<file path="src/rtl/muldiv.sv">
// muldiv: iterative 32x32 multiply / divide unit with HI/LO registers.
// One radix-2 step per cycle; every MULT/MULTU/DIV/DIVU takes a fixed
// 35 cycles from first presentation until Busy drops.
// Build option: define MULDIV_SIGNED_EN to give MULT/DIV signed semantics;
// without it they behave exactly like MULTU/DIVU.
//
//   state | meaning
//   IDLE  | waiting; MTHI/MTLO/MFHI/MFLO serviced here, mul/div op accepted
//   RUN   | 32 shift-add (mul) or restoring-subtract (div) steps on magnitudes
//   FIX   | sign correction / divide-by-zero override; HI/LO written on exit
//   DONE  | result visible, Busy low so the CPU moves on; always back to IDLE
module muldiv (
  input  logic        CLK,
  input  logic        RST,
  input  logic [31:0] Ins,
  input  logic [31:0] Rdata1,
  input  logic [31:0] Rdata2,
  output logic [31:0] HiLoData,
  output logic        Busy
);

  localparam logic [5:0] F_MFHI  = 6'h10;
  localparam logic [5:0] F_MTHI  = 6'h11;
  localparam logic [5:0] F_MFLO  = 6'h12;
  localparam logic [5:0] F_MTLO  = 6'h13;
  localparam logic [5:0] F_MULT  = 6'h18;
  localparam logic [5:0] F_MULTU = 6'h19;
  localparam logic [5:0] F_DIV   = 6'h1A;
  localparam logic [5:0] F_DIVU  = 6'h1B;

  typedef enum logic [1:0] {IDLE, RUN, FIX, DONE} state_t;

  state_t      state, state_nxt;
  logic [4:0]  cnt;
  logic [31:0] hi, lo;

  // latched operation context
  logic        is_div;
  logic        neg_a, neg_b;
  logic [31:0] mop;         // multiplicand magnitude or divisor magnitude
  logic [31:0] a_raw;       // original dividend, returned in HI on divide-by-zero
  logic [32:0] acc_hi;      // partial product high half / partial remainder
  logic [31:0] acc_lo;      // multiplier shifting out / quotient shifting in

  // decode
  logic        is_r;
  logic [5:0]  funct;
  logic        op_mult, op_multu, op_div, op_divu, op_start, op_isdiv, signed_op;
  logic        op_mfhi, op_mflo, op_mthi, op_mtlo;
  logic [31:0] mag_a_in, mag_b_in;
  logic        unused_ins;

  assign is_r      = (Ins[31:26] == 6'h00);
  assign funct     = Ins[5:0];
  assign op_mult   = is_r && (funct == F_MULT);
  assign op_multu  = is_r && (funct == F_MULTU);
  assign op_div    = is_r && (funct == F_DIV);
  assign op_divu   = is_r && (funct == F_DIVU);
  assign op_mfhi   = is_r && (funct == F_MFHI);
  assign op_mflo   = is_r && (funct == F_MFLO);
  assign op_mthi   = is_r && (funct == F_MTHI);
  assign op_mtlo   = is_r && (funct == F_MTLO);
  assign op_start  = op_mult || op_multu || op_div || op_divu;
  assign op_isdiv  = op_div || op_divu;
  assign unused_ins = ^Ins[25:6];

`ifdef MULDIV_SIGNED_EN
  assign signed_op = op_mult || op_div;
`else
  assign signed_op = 1'b0;
`endif

  assign mag_a_in = (signed_op && Rdata1[31]) ? (~Rdata1 + 32'd1) : Rdata1;
  assign mag_b_in = (signed_op && Rdata2[31]) ? (~Rdata2 + 32'd1) : Rdata2;

  // one iteration step of either algorithm
  logic [32:0] mul_sum;
  logic [32:0] div_shift, div_trial;

  assign mul_sum   = {1'b0, acc_hi[31:0]} + (acc_lo[0] ? {1'b0, mop} : 33'd0);
  assign div_shift = {acc_hi[31:0], acc_lo[31]};
  assign div_trial = div_shift - {1'b0, mop};

  // sign correction applied in FIX
  logic [63:0] prod, prod_fix;
  logic [31:0] quo_fix, rem_fix, fix_hi, fix_lo;

  assign prod     = {acc_hi[31:0], acc_lo};
  assign prod_fix = (neg_a ^ neg_b) ? (~prod + 64'd1) : prod;
  assign quo_fix  = (neg_a ^ neg_b) ? (~acc_lo + 32'd1) : acc_lo;
  assign rem_fix  = neg_a ? (~acc_hi[31:0] + 32'd1) : acc_hi[31:0];

  // select the value written to HI/LO when leaving FIX
  always_comb begin
    fix_hi = prod_fix[63:32];
    fix_lo = prod_fix[31:0];
    if (is_div) begin
      if (mop == 32'd0) begin
        fix_hi = a_raw;
        fix_lo = 32'hFFFF_FFFF;
      end else begin
        fix_hi = rem_fix;
        fix_lo = quo_fix;
      end
    end
  end

  // state register
  always_ff @(posedge CLK) begin
    if (RST) state <= IDLE;
    else     state <= state_nxt;
  end

  // next-state logic
  always_comb begin
    state_nxt = state;
    case (state)
      IDLE:    if (op_start) state_nxt = RUN;
      RUN:     if (cnt == 5'd31) state_nxt = FIX;
      FIX:     state_nxt = DONE;
      DONE:    state_nxt = IDLE;
      default: state_nxt = IDLE;
    endcase
  end

  // outputs: stall request and HI/LO read port, both forced low in reset
  always_comb begin
    Busy     = 1'b0;
    HiLoData = 32'd0;
    if (!RST) begin
      Busy = ((state == IDLE) && op_start) || (state == RUN) || (state == FIX);
      if (op_mfhi)      HiLoData = hi;
      else if (op_mflo) HiLoData = lo;
    end
  end

  // step counter: cleared on acceptance, advanced once per RUN cycle
  always_ff @(posedge CLK) begin
    if (RST)                                 cnt <= 5'd0;
    else if ((state == IDLE) && op_start)    cnt <= 5'd0;
    else if (state == RUN)                   cnt <= cnt + 5'd1;
  end

  // operand latch and iteration datapath
  always_ff @(posedge CLK) begin
    if (!RST) begin
      if ((state == IDLE) && op_start) begin
        is_div <= op_isdiv;
        neg_a  <= signed_op && Rdata1[31];
        neg_b  <= signed_op && Rdata2[31];
        a_raw  <= Rdata1;
        acc_hi <= 33'd0;
        if (op_isdiv) begin
          mop    <= mag_b_in;
          acc_lo <= mag_a_in;
        end else begin
          mop    <= mag_a_in;
          acc_lo <= mag_b_in;
        end
      end else if (state == RUN) begin
        if (is_div) begin
          if (!div_trial[32]) begin
            acc_hi <= div_trial;
            acc_lo <= {acc_lo[30:0], 1'b1};
          end else begin
            acc_hi <= div_shift;
            acc_lo <= {acc_lo[30:0], 1'b0};
          end
        end else begin
          acc_hi <= {1'b0, mul_sum[32:1]};
          acc_lo <= {mul_sum[0], acc_lo[31:1]};
        end
      end
    end
  end

  // HI/LO architectural registers
  always_ff @(posedge CLK) begin
    if (RST) begin
      hi <= 32'd0;
      lo <= 32'd0;
    end else if (state == FIX) begin
      hi <= fix_hi;
      lo <= fix_lo;
    end else if (state == IDLE) begin
      if (op_mthi) hi <= Rdata1;
      if (op_mtlo) lo <= Rdata1;
    end
  end

endmodule

</file>
<file path="config.mk">
export PLATFORM = sky130hd
export DESIGN_NAME = muldiv
export DESIGN_NICKNAME = d
export VERILOG_FILES = /design/src/rtl/muldiv.sv
export SDC_FILE = /design/constraint.sdc
export NUM_CORES = 1
export LEC_CHECK = 0
export ABC_AREA = 1
export CAP_MARGIN = 20
export CORE_UTILIZATION = 54
export CTS_CLUSTER_DIAMETER = 80
export DETAILED_ROUTE_END_ITERATION = 10
export PLACE_DENSITY = 0.78
export SLEW_MARGIN = 30
export SYNTH_ARGS = -nofsm -noshare
export SYNTH_HDL_FRONTEND = slang
export SYNTH_SLANG_ARGS = --single-unit
</file>
<file path="constraint.sdc">
create_clock -name CLK -period 4.8 [get_ports CLK]
set_input_delay 0.48 -clock CLK [delete_from_list [all_inputs] [get_ports CLK]]
set_output_delay 0.48 -clock CLK [all_outputs]
set_load 0.01 [all_outputs]
</file>
Word-level counts from Yosys, hierarchy flattened
Index checks and enable logic that the tools add are counted.
{"block": "word_totals", "register_bits": 200, "in_bits": 98, "elab_cells": 82}
{"block": "classes", "n_addsub": 3, "eq_ne": 14, "muxes": 27, "n_bitwise": 1, "reduce_logical": 28}
{"op": "32-bit 2-to-1 mux", "count": 22}
{"op": "6-bit by 5-bit == test with 1-bit output (second input constant)", "count": 8}
{"op": "32-bit by 32-bit adder with 33-bit output", "count": 1}
{"op": "33-bit by 32-bit subtractor with 33-bit output", "count": 1}
{"op": "32-bit logical NOT", "count": 1}
{"op": "2-bit AND reduction", "count": 5}
{"op": "1-bit logical AND", "count": 9}
{"op": "2-bit one-hot mux with 4 select lines", "count": 1}
{"op": "2-bit nonzero test", "count": 4}
{"op": "6-bit logical NOT", "count": 1}
{"op": "1-bit logical OR", "count": 6}
{"op": "5-bit by 1-bit adder with 5-bit output (second input constant)", "count": 1}
{"op": "5-bit == test (second input constant)", "count": 1}
{"op": "2-bit == test (second input constant)", "count": 2}
{"op": "2-bit 2-to-1 mux", "count": 2}
{"op": "2-bit != test (second input constant)", "count": 2}
{"op": "2-bit by 1-bit == test with 1-bit output (second input constant)", "count": 1}
{"op": "2-bit logical NOT", "count": 1}
{"op": "1-bit 2-to-1 mux", "count": 2}
{"op": "2-bit OR reduction", "count": 1}
{"op": "1-bit NOT", "count": 1}

Depth between registers and ports, before layout
{"block": "depth", "depth_word": 9, "mapped_depth": 19}

Worst setup path before layout
OpenSTA, ideal clock, no wires.
{"block": "synth_timing", "path_type": "input-to-reg", "from": "input port Ins[31]", "to": "register acc_hi[0] (enable)", "setup_ns": 0.507, "arrival_ns": 4.126, "path_slack_ns": 0.167, "cell_stages": 6, "n_path_buf": 0, "cell_sequence": "nor2_1 -> and3_1 -> o2111ai_1 -> nand2_1 -> nand2_1 -> a21oi_1"}
{"block": "synth_via", "elab_chain_len": 8, "word_cells_on_any_way": 11, "cone_classes": "reduce/logical (11)"}
{"item": "from (decl)", "line_no": "15", "rtl": "input logic [31:0] Ins,"}
{"item": "6-bit logical NOT *", "line_no": "53", "rtl": "assign is_r = (Ins[31:26] == 6'h00);"}
{"item": "1-bit logical AND, on equally long branches", "line_no": "55, 56"}
{"item": "1-bit logical OR (2 in series)", "line_no": "63", "rtl": "assign op_start = op_mult || op_multu || op_div || op_divu;"}
{"item": "1-bit logical OR *", "line_no": "63"}
{"item": "1-bit logical AND *", "line_no": "147", "rtl": "if ((state == IDLE) && op_start) begin"}
{"item": "2-bit nonzero test (no source line) *"}
{"item": "2-bit AND reduction (no source line) *"}
{"item": "to (signal assigned)", "line_no": "163", "rtl": "acc_hi <= div_trial;"}
{"item": "to (signal assigned)", "line_no": "166", "rtl": "acc_hi <= div_shift;"}
{"item": "to (signal assigned)", "line_no": "170", "rtl": "acc_hi <= {1'b0, mul_sum[32:1]};"}
{"item": "to (decl)", "line_no": "42", "rtl": "logic [32:0] acc_hi;"}
Every way passes the cells marked *; elsewhere a longest branch is shown, timed or not.
A chain may end at the register's enable or synchronous reset.

Final worst setup path
{"block": "layout_timing", "from": "input port Ins[2]", "to": "output port HiLoData[12]"}
{"block": "layout_via", "elab_chain_len": 5, "word_cells_on_any_way": 7, "cone_classes": "eq/ne (2); mux (3); reduce/logical (2)"}
{"item": "6-bit by 5-bit == test with 1-bit output", "line_no": "60", "rtl": "assign op_mflo = is_r && (funct == F_MFLO);"}
{"item": "1-bit logical AND", "line_no": "60"}
{"item": "32-bit 2-to-1 mux", "line_no": "133", "rtl": "else if (op_mflo) HiLoData = lo;"}
{"item": "32-bit 2-to-1 mux *", "line_no": "132", "rtl": "if (op_mfhi) HiLoData = hi;"}
{"item": "32-bit 2-to-1 mux *", "line_no": "130", "rtl": "if (!RST) begin"}
{"item": "to (decl)", "line_no": "18", "rtl": "output logic [31:0] HiLoData,"}
Marked as above.

==> reports/qor.yml <==
setup_path:
  r2r_setup_slack_ns: 1.28
  cp-start-kind: "input port"
  ff2ff_path_depth: 18
  rr_startpoint: "acc_lo[31]"
  cp_max_fo: 20
  path_class: "in2out"
  cp-end-kind: "output pin"
  required_ns: 4.32
  critPathArrivalTime_ns: 3.25
  reg2reg_to: "acc_hi[25]"
floorplanning:
  start_util_pct: 54.8
  ios: 131
  std_cell_rows: 62
  core_area_sq_mm: 0.0287
  die-area_sq_mm: 0.0298
  die_y_microns: 173
  die_w_microns: 173
synthesis:
  synth_fa_ha_area_share_pct: 5.74
  synth_area_per_cell_sq_um: 6.42
  synth.area.top_cells: "edfxtp_1, nand2_1, inv_1, dfxtp_1, nand3_1"
  synthCells: 2453
  synth_top_family_by_area: "simple AND/OR/NAND/NOR gates"
  synth_flop_cell: "edfxtp_1"
  syn_area_sq_mm: 0.0157
  synth_compound_area_share_pct: 13.0
  syn_nets: 2622
  ys_types: 47
  synthArstFlopShare_pct: 0
  synth_top_cell_by_area: "edfxtp_1"
  yosys.area_share.simple_pct: 33.8
  ys_ff_latch: 200
  yosys_warnings: 0
  synth.top_cell.area_share_pct: 24.6
  synthMuxAreaShare_pct: 0
  yosysSeqAreaShare_pct: 33.6
  synth-edff-count: 129
  synth_xor_area_share_pct: 0.946
global_route:
  grt_usage_pct: 33.7
  grt_max_degree: 112
  use_met1_pct: 46.2
  antenna_found_initial: 0
  grt_remaining_overflow: 0
  top_usage_layer: "met2"
  grt_use_met3_pct: 4.95
  globalRouteMet2Util_pct: 54.4
  grt_pass1_wl_microns: 79200
  grt_pass1_vias: 14860
layout:
  layout_common_cells: "nand2_1, inv_1, nand3_1"
  final_common_cell: "nand2_1"
  syn_to_final_growth_pct: 12.7
  n_antenna_cell: 0
  stdcell_count: 2899
  utilization_pct: 61.8
  nets: 2671
  drive_above_1_share_pct: 3.62
timing:
  skew_ns: 0.00815
  hold_viol_final: 0
  fin_crit_sh_pct: 77.8
  rsz0062_at_grt: "false"
  tns_ns: 0
  relSlewSlack_pct: 35.1
  finalSetupViolations: 0
  fmax_ghz: 0.268
  layout_setup_ws_ns: 1.07
  fin_crit_ns: 3.73
  hold_slack_ns: 0.469
  slew_viol_final: 0
  worst_slew_pin_slew_ns: 0.974
power:
  max-vdd-ir-drop_uv: 503
  pwr-share-seq_pct: 38.0
  p_int_mw: 3.56
  p_sw_mw: 2.36
  comb_power_share_pct: 37.1
  swShare_pct: 39.9
  leakagePower_nw: 8.59
  power_frac_clock_pct: 24.9
  p_per_area_mw_per_mm2: 334
clock_tree:
  cts.clk_slew.worst_paths_ns: 0.07
  cts_setup_buffers: 0
  cts_tree: "yes"
  root_buffer: "clkbuf_16"
  cts_max_path_buffers: 2
  cts_buffers: 17
  clk_latency_ns: 0.45
  cts_resized: 0
  h-tree-depth: 4
  cts_hold_buf: 0
  cts.sinks: 200
min_path:
  holdCritPathClass: "reg2reg"
  hold_path_end: "cnt[4]"
  hold_depth: 2
  worstHoldStart: "cnt[4]"
route:
  wl_per_cell_microns: 17.5
  vias: 16035
  ant_nets: 0
  drt_iter0_drc: 1673
  wl_microns: 50600
  first_pass_iters: 6
  vias_per_cell: 5.53
  drc_errors: 0
placement:
  pre_cts_ws_ns: 1.04
  dp.cells: 2866
  io_buffers: 110
  dp_hpwl_microns: 38300
  gp_congestion: 1.03
flow_run:
  cap_viol_max_count: 0
outcome:
  status: "finished clean"
[metrics by stage]
step                cell area [sq um]  total power [mW]
finish                          17700              5.92
global placement                17100              4.35
floorplan                       15700              3.76
global route                    17700              6.27
CTS                             17700              5.86
detailed placement              17100              4.40
[sequential cells by signal, summed over array words and instances (netlist names)]
name,cells
is_div,1
acc_lo,32
a_raw,32
mop,32
state,2
acc_hi,32
cnt,5
hi,32
lo,32
[worst max path at each step]
stage                        from      endpoint
after global routing      Ins[27]  HiLoData[14]
after detailed placement   Ins[2]  HiLoData[12]
after floorplan           Ins[31]     acc_hi[0]
after CTS                  Ins[2]  HiLoData[12]
after global placement     Ins[2]   HiLoData[8]
final                      Ins[2]  HiLoData[12]
[cell type report]
type | count | area, sq um
clock inverter | 15 | 161
multi-input combinational | 1726 | 8490
clock buffer | 17 | 425
tap | 384 | 480
timing repair buffer | 128 | 1270
inverter | 429 | 1610
sequential | 200 | 5300
fill | 2652 | 11000
[metal layers]
| layer | wire, microns | vias up |
|---|---|---|
| met2 | 23000 | 736 |
| li1 | - | 7925 |
| met4 | 1520 | 0 |
| met5 | 0 | - |
| met1 | 21600 | 7275 |
| met3 | 4500 | 99 |
[logic make-up (layout without fill, tap and decap cells)]
logic type               after synthesis  in the layout
adder cells (fa/ha/maj)               71             71
XOR/XNOR                              17             17
flip-flops                           200            200
AND/OR/NAND/NOR                     1267           1267
buffers and inverters                527            589
AO/OA/AOI/OAI                        371            371
[power by group through the flow]
stage	registers (mW)	clock network, mW	logic [mW]
3_5_place_dp	2.28	0	2.13
5_1_grt	2.27	1.54	2.46
6_report	2.25	1.47	2.20
4_1_cts	2.24	1.47	2.14
3_3_place_gp	2.27	0	2.08
2_1_floorplan	2.22	0	1.55
[synth_stat cells (4+ instances only)]
library cell	instances
nor4_1	4
nand2_2	4
clkbuf_1	67
nand3b_1	37
dfxtp_1	71
inv_2	10
edfxtp_1	129
and2_1	4
a21oi_1	173
o21ai_1	13
o221ai_1	31
a21o_1	5
nor2_1	170
buf_2	25
ha_1	69
o21a_1	6
nor3_1	8
nand3_1	188
o21ai_0	129
nand2_1	813
inv_1	417
o21bai_1	7
nor2_2	6
xor2_1	14
nand4_1	19
[worst max-delay path, cell delays in order]
cell	delay (ns)
clkdlybuf4s50_1	0.44
nor2_1	0.11
nand3_1	0.09
nor4_2	0.24
nand3_1	0.19
nor2_2	0.51
buf_4	0.35
nand2_1	0.08
a21oi_1	0.18
clkdlybuf4s50_1	0.57
No activity file was read; power rests on OpenSTA's default activity.
==> patch 1 (same flow settings) <==
Encoding of `state_t`: now Gray code (2 bits for 4 states).
--- a/src/rtl/muldiv.sv
+++ b/src/rtl/muldiv.sv
@@ -28,7 +28,7 @@
   localparam logic [5:0] F_DIV   = 6'h1A;
   localparam logic [5:0] F_DIVU  = 6'h1B;
 
-  typedef enum logic [1:0] {IDLE, RUN, FIX, DONE} state_t;
+  typedef enum logic [1:0] {IDLE = 2'b00, RUN = 2'b01, FIX = 2'b11, DONE = 2'b10} state_t;
 
   state_t      state, state_nxt;
   logic [4:0]  cnt;
Check against the original RTL: same outputs for any inputs over 4 cycles, from zero or initial values and one cycle with RST high; so few cycles prove little.
==> patch 1 against the original RTL <==
  * First-iteration DRC count fell by 11%
  * Sequential share of layout area up 0.067 points
  * Worst setup slack got worse by 0.049 ns
  * Non-clock buffer count increased by 1
  * Routed wire length decreased by 0.24%
  * Critical endpoint is now HiLoData[7]
  * Sequential cell count unchanged
  * Power down 16%
  * Via count down 1.2%
  * Clock skew grew 0.0036 ns
  * Combinational power fell by 35%
  * Largest cell class unchanged
  * Hold slack improved by 0.0028 ns
  * Design area down 0.23%
  * Clock power is essentially flat
  * Synthesized area rose by 0.21%
==> patch 1: results (changes against the original RTL) <==
* CP Data Arrival Time at 3.30 ns (+0.05 ns)
* Overall Global Routing Usage at 0.338 (+0.00103)
* Number of distinct library cells after synthesis at 43 (-8.5%)
* Slew headroom at 0.382 (+0.0313)
* Worst Hold Class: flip-flop to flip-flop
* Wire length on met1 at 22.5 mm (+4.3%)
* Worst IR Drop VDD at 0.000284 V (-44%)
* Syn nets at 2,623 (+0.038%)
* Via count at 15,800 (-1.2%)
* DRT Pass-1 Iters at 6 (unchanged)
* Sequential power at 2.07 mW (-8%)
* Hold slack final at 0.472 ns (+0.00281 ns)
* Gpl congestion at 1.02 (-0.59%)
* Clock share of power at 0.296 (+0.047)
* Setup ws final at 1.02 ns (-0.0488 ns)
* Outcome: completed
* First-pass GRT wire length at 80.0 mm (+0.90%)
* Seq/Total Area, Yosys at 0.336 (-0.000694)
* Clock transition at path regs at 0.07 ns (about the same)
* Post-DP HPWL at 38.6 mm (+0.90%)
* Crit path capture: HiLoData[7]
* H-tree Lvls at 4 (unchanged)
* DR iter-0 viols at 1,485 (-11%)
* DP Area at 17,100 µm² (about the same)
* Crit path max-delay family: simple AND/OR/NAND/NOR gates
* Nets at 2,670 (-0.037%)
* Most frequent cells after synthesis: nand2_1 (794), inv_1 (422), nor2_1 (235)
* Worst r2r src: acc_lo[31]
* Post-CTS setup buffers at 0 (unchanged)
* Initial antenna violation count at 0 (unchanged)
* Largest net degree at the start of global routing at 95 (-15%)
* R2R Setup Slk at 1.34 ns (+0.06 ns)
* Root Buffer: clkbuf_16
* Critical path launch point: Ins[31]
* Buffers on Ports at 110 (unchanged)
* Worst-path maximum fanout at 21 (+5.0%)
* Detail Route met3 WL at 4.09 mm (-9.1%)
* Via count of the first global-routing pass at 14,900 (+0.26%)
* Net Sw Frac at 0.351 (-0.0483)
* Synthesis Warnings at 0 (unchanged)
* Slowest cell on crit path: clkdlybuf4s50_1
* Worst Clk Skew at 0.0118 ns (+0.00360 ns)
* Met2 WL post-DR at 22.2 mm (-3.5%)
* CP max stage delay at 0.56 ns
* RR Endpoint: acc_hi[29]
* Synth top area cells: edfxtp_1 (25%), nand2_1 (19%), inv_1 (10%)
* Total Wirelength at 50.5 mm (-0.24%)
* Number of synthesized flops with an enable pin at 129 (unchanged)
* Leak at 8.54 nW (-0.55%)
* PwrDens at 281 nW/µm² (-16%)
* Ys async rst share at 0 (unchanged)
* Ratio of cells with drive above 1 in the final layout at 0.0314 (-0.00476)
* Post-synth top flop: edfxtp_1
## patch 1: routing by layer
layer / vias to the layer above / GRT usage
met4: 0 / 0.126
met5: - / 0
met3: 94 / 0.0444
li1: 7919 / -
met1: 7094 / 0.476
met2: 733 / 0.530
## patch 1: kinds of logic after synthesis
logic type / synth area share
xor gates and xnor gates: 0.0100
AOI/OAI and AO/OA: 0.133
and+or+nand+nor: 0.334
buffers and inverters: 0.130
DFF: 0.336
adders and majority gates: 0.0573
## patch 1: worst min path at each step
stage	end	start	cells after the start
2_1_floorplan	cnt[4]	cnt[4]	2
3_3_place_gp	cnt[4]	cnt[4]	2
3_5_place_dp	cnt[4]	cnt[4]	2
4_1_cts	cnt[4]	cnt[4]	2
5_1_grt	cnt[4]	cnt[4]	2
6_report	cnt[4]	cnt[4]	2
## patch 1: cell type report
type / instances / area, µm²
fill: 2745 / 11000
clock inverter: 10 / 75.1
inverter: 428 / 1610
tap: 384 / 480
multi-input combinational: 1725 / 8480
sequential: 200 / 5300
clock buffer: 22 / 507
timing repair buffer: 129 / 1250
## patch 1: worst reg2reg max path, cell delays in order, from the launching register on
cell and delay, ns:
edfxtp_1 0.36, inv_1 0.15, ha_1 0.30, fa_1 0.45
inv_1 0.12, nand2_1 0.08, nand2_1 0.09, nand3_1 0.07
nand2_1 0.21, nand2_1 0.08, nand2_1 0.20, nand2_2 0.13
nand2_2 0.10, nand2_4 0.07, nand2_8 0.24, nand2_1 0.30
nand2_1 0.16, nand2_1 0.08, a21oi_1 0.12
## patch 1: through the flow
step,cells,utilization
2_1_floorplan,2454,-
3_3_place_gp,2866,0.596
3_5_place_dp,2866,0.596
4_1_cts,2898,0.617
5_1_grt,2898,0.617
6_report,2898,0.617
==> patch 2 (same flow settings) <==
Without the edit above. Build with the macro `MULDIV_SIGNED_EN` defined.
--- a/src/rtl/muldiv.sv
+++ b/src/rtl/muldiv.sv
@@ -9,6 +9,8 @@
 //   RUN   | 32 shift-add (mul) or restoring-subtract (div) steps on magnitudes
 //   FIX   | sign correction / divide-by-zero override; HI/LO written on exit
 //   DONE  | result visible, Busy low so the CPU moves on; always back to IDLE
+`define MULDIV_SIGNED_EN
+
 module muldiv (
   input  logic        CLK,
   input  logic        RST,
Behaviour: same outputs for any inputs over 4 cycles, from zero or initial values and one cycle with RST high; that may be too few to reach the edited logic, so the function may still have changed.
==> patch 2 against the original RTL <==
  * Sequential share of layout area fell by 6.6 points
  * Non-clock buffer count rose by 16
  * Highest routed layer is now met5
  * Largest power group unchanged
  * Worst setup slack improved by 0.33 ns
  * Routed wire length rose by 71%
  * Count of clock-buffer cells in the layout rose by 16
  * Design area rose by 30%
  * Power rose by 9.6%
  * Sequential cell count rose by 2
  * Synthesized area rose by 32%
==> patch 2: results (changes against the original RTL) <==
* Seq/Total Area, Yosys at 0.258 (-0.0782)
* Via count of the first global-routing pass at 22,200 (+49%)
* Number of synthesized flops with an enable pin at 131 (+1.6%)
* Worst Hold Class: primary input to flip-flop
* DRT Pass-1 Iters at 9 (+3)
* Ratio of cells with drive above 1 in the final layout at 0.0395 (+0.00331)
* Post-DP HPWL at 67.8 mm (+77%)
* DP Area at 22,200 µm² (+30%)
* Post_cts resized at 0 (unchanged)
* Largest net degree at the start of global routing at 68 (-39%)
* Synthesis Warnings at 0 (unchanged)
* Clock buffer depth at 3 (+1)
* Outcome: completed
* Leak at 11.0 nW (+28%)
* Worst Clk Skew at 0.0163 ns (+0.00815 ns)
* Number of distinct library cells after synthesis at 52 (+11%)
* Total Wirelength at 86.4 mm (+71%)
* Initial antenna violation count at 1 (+1)
* Compound-Gate Fraction of Synth Area at 0.123 (-0.00618)
* CP Data Arrival Time at 3.79 ns (+0.54 ns)
* Worst skew pair latency at 0.55 ns (+0.10 ns)
* Mux contribution to synthesized area at 0 (unchanged)
* Via count at 24,400 (+52%)
* Antenna Diode Count at 0 (unchanged)
* Clock transition at path regs at 0.07 ns (about the same)
* Ys async rst share at 0 (unchanged)
* Post-Synth Adder-Cell Area at 0.0460 (-0.0114)
* Buffers on Ports at 110 (unchanged)
* Slew @ Worst Pin at 0.959 ns (-0.0147 ns)
* Nets at 3,700 (+39%)
* DP Worst Slack at 1.22 ns (+0.180 ns)
* Synth Area in XOR/XNOR at 0.0486 (+0.0391)
* Post-CTS setup buffers at 0 (unchanged)
* Most frequent cells after synthesis: nand2_1 (1,203), inv_1 (424), nand3_1 (358)
* DR iter-0 viols at 3,342 (+100%)
* First-pass GRT wire length at 128 mm (+62%)
* Overall Global Routing Usage at 0.435 (+0.0980)
* Synth top area cells: nand2_1 (22%), edfxtp_1 (19%), nand3_1 (8.6%)
* H-tree Lvls at 1 (-3)
* Worst IR Drop VDD at 0.000260 V (-48%)
* Worst-path maximum fanout at 33 (+65%)
* Gpl congestion at 1.11 (+8.2%)
* TritonCTS Buffers at 25 (+8)
==> patch 2: changes by cell type after synthesis, moves of 31 or more <==
cell,delta
nand2_1,+390
nand3_1,+170
nand4_1,+32
nor2_1,+156
nor3_1,+32
o21ai_0,+80
o221ai_1,-31
xor2_1,+90
==> patch 2: area by class of cell <==
type | count | area [µm²]
clock buffer | 33 | 728
inverter | 435 | 1630
fill | 3725 | 14700
tap | 511 | 639
multi-input combinational | 2719 | 13200
sequential | 202 | 5360
clock inverter | 12 | 116
timing repair buffer | 144 | 1350
==> patch 2: path summary, 6_finish.rpt <==
path                            slack, ns    endpoint  startpoint  cells after the start
worst max register to register       1.39  acc_hi[28]   acc_hi[0]                     17
worst min-delay path                 0.44       lo[8]         RST                      2
worst min register to register       0.49      cnt[4]      cnt[4]                      2
worst max-delay path                 1.39  acc_hi[28]   acc_hi[0]                     17
==> patch 2: through the flow <==
| step | util | total power, mW | std cells |
|---|---|---|---|
| global route | 0.610 | 6.75 | 4056 |
| floorplan | - | 3.71 | 3483 |
| finish | 0.610 | 6.49 | 4056 |
| detailed placement | 0.587 | 4.45 | 4011 |
| CTS | 0.610 | 6.39 | 4056 |
| global placement | 0.587 | 4.38 | 4011 |
==> patch 2: where the power goes <==
group	switching (mW)	internal [mW]
combinational	1.55	0.671
clock	0.833	1.13
sequential	0.212	2.09
==> patch 2: cell families after synthesis <==
group | after synthesis
AND/OR/NAND/NOR | 2055
AO/OA/AOI/OAI | 474
flip-flops | 202
buffers and inverters | 562
adder cells (fa/ha/maj) | 75
XOR/XNOR | 115
==> patch 2: routing by layer <==
layer	vias to the layer above	global-route usage	wire length, µm
li1	11400	-	-
met1	11100	0.543	32200
met3	374	0.112	11100
met4	4	0.271	6300
met2	1555	0.670	36700
met5	-	0	24
==> patch 2: critical path, stage by stage (launching register included) <==
cell      delay [ns]
edfxtp_1        0.49
inv_1           0.28
fa_1            0.50
inv_1           0.14
nand2_1         0.09
nand2_1         0.08
nand3_1         0.10
nand2_2         0.14
nand2_1         0.08
nand2_2         0.11
nand2_2         0.10
nand2_1         0.10
nand2_1         0.09
nand2_4         0.33
nand2_2         0.26
nand2_1         0.12
nand2_1         0.09
a21oi_1         0.13
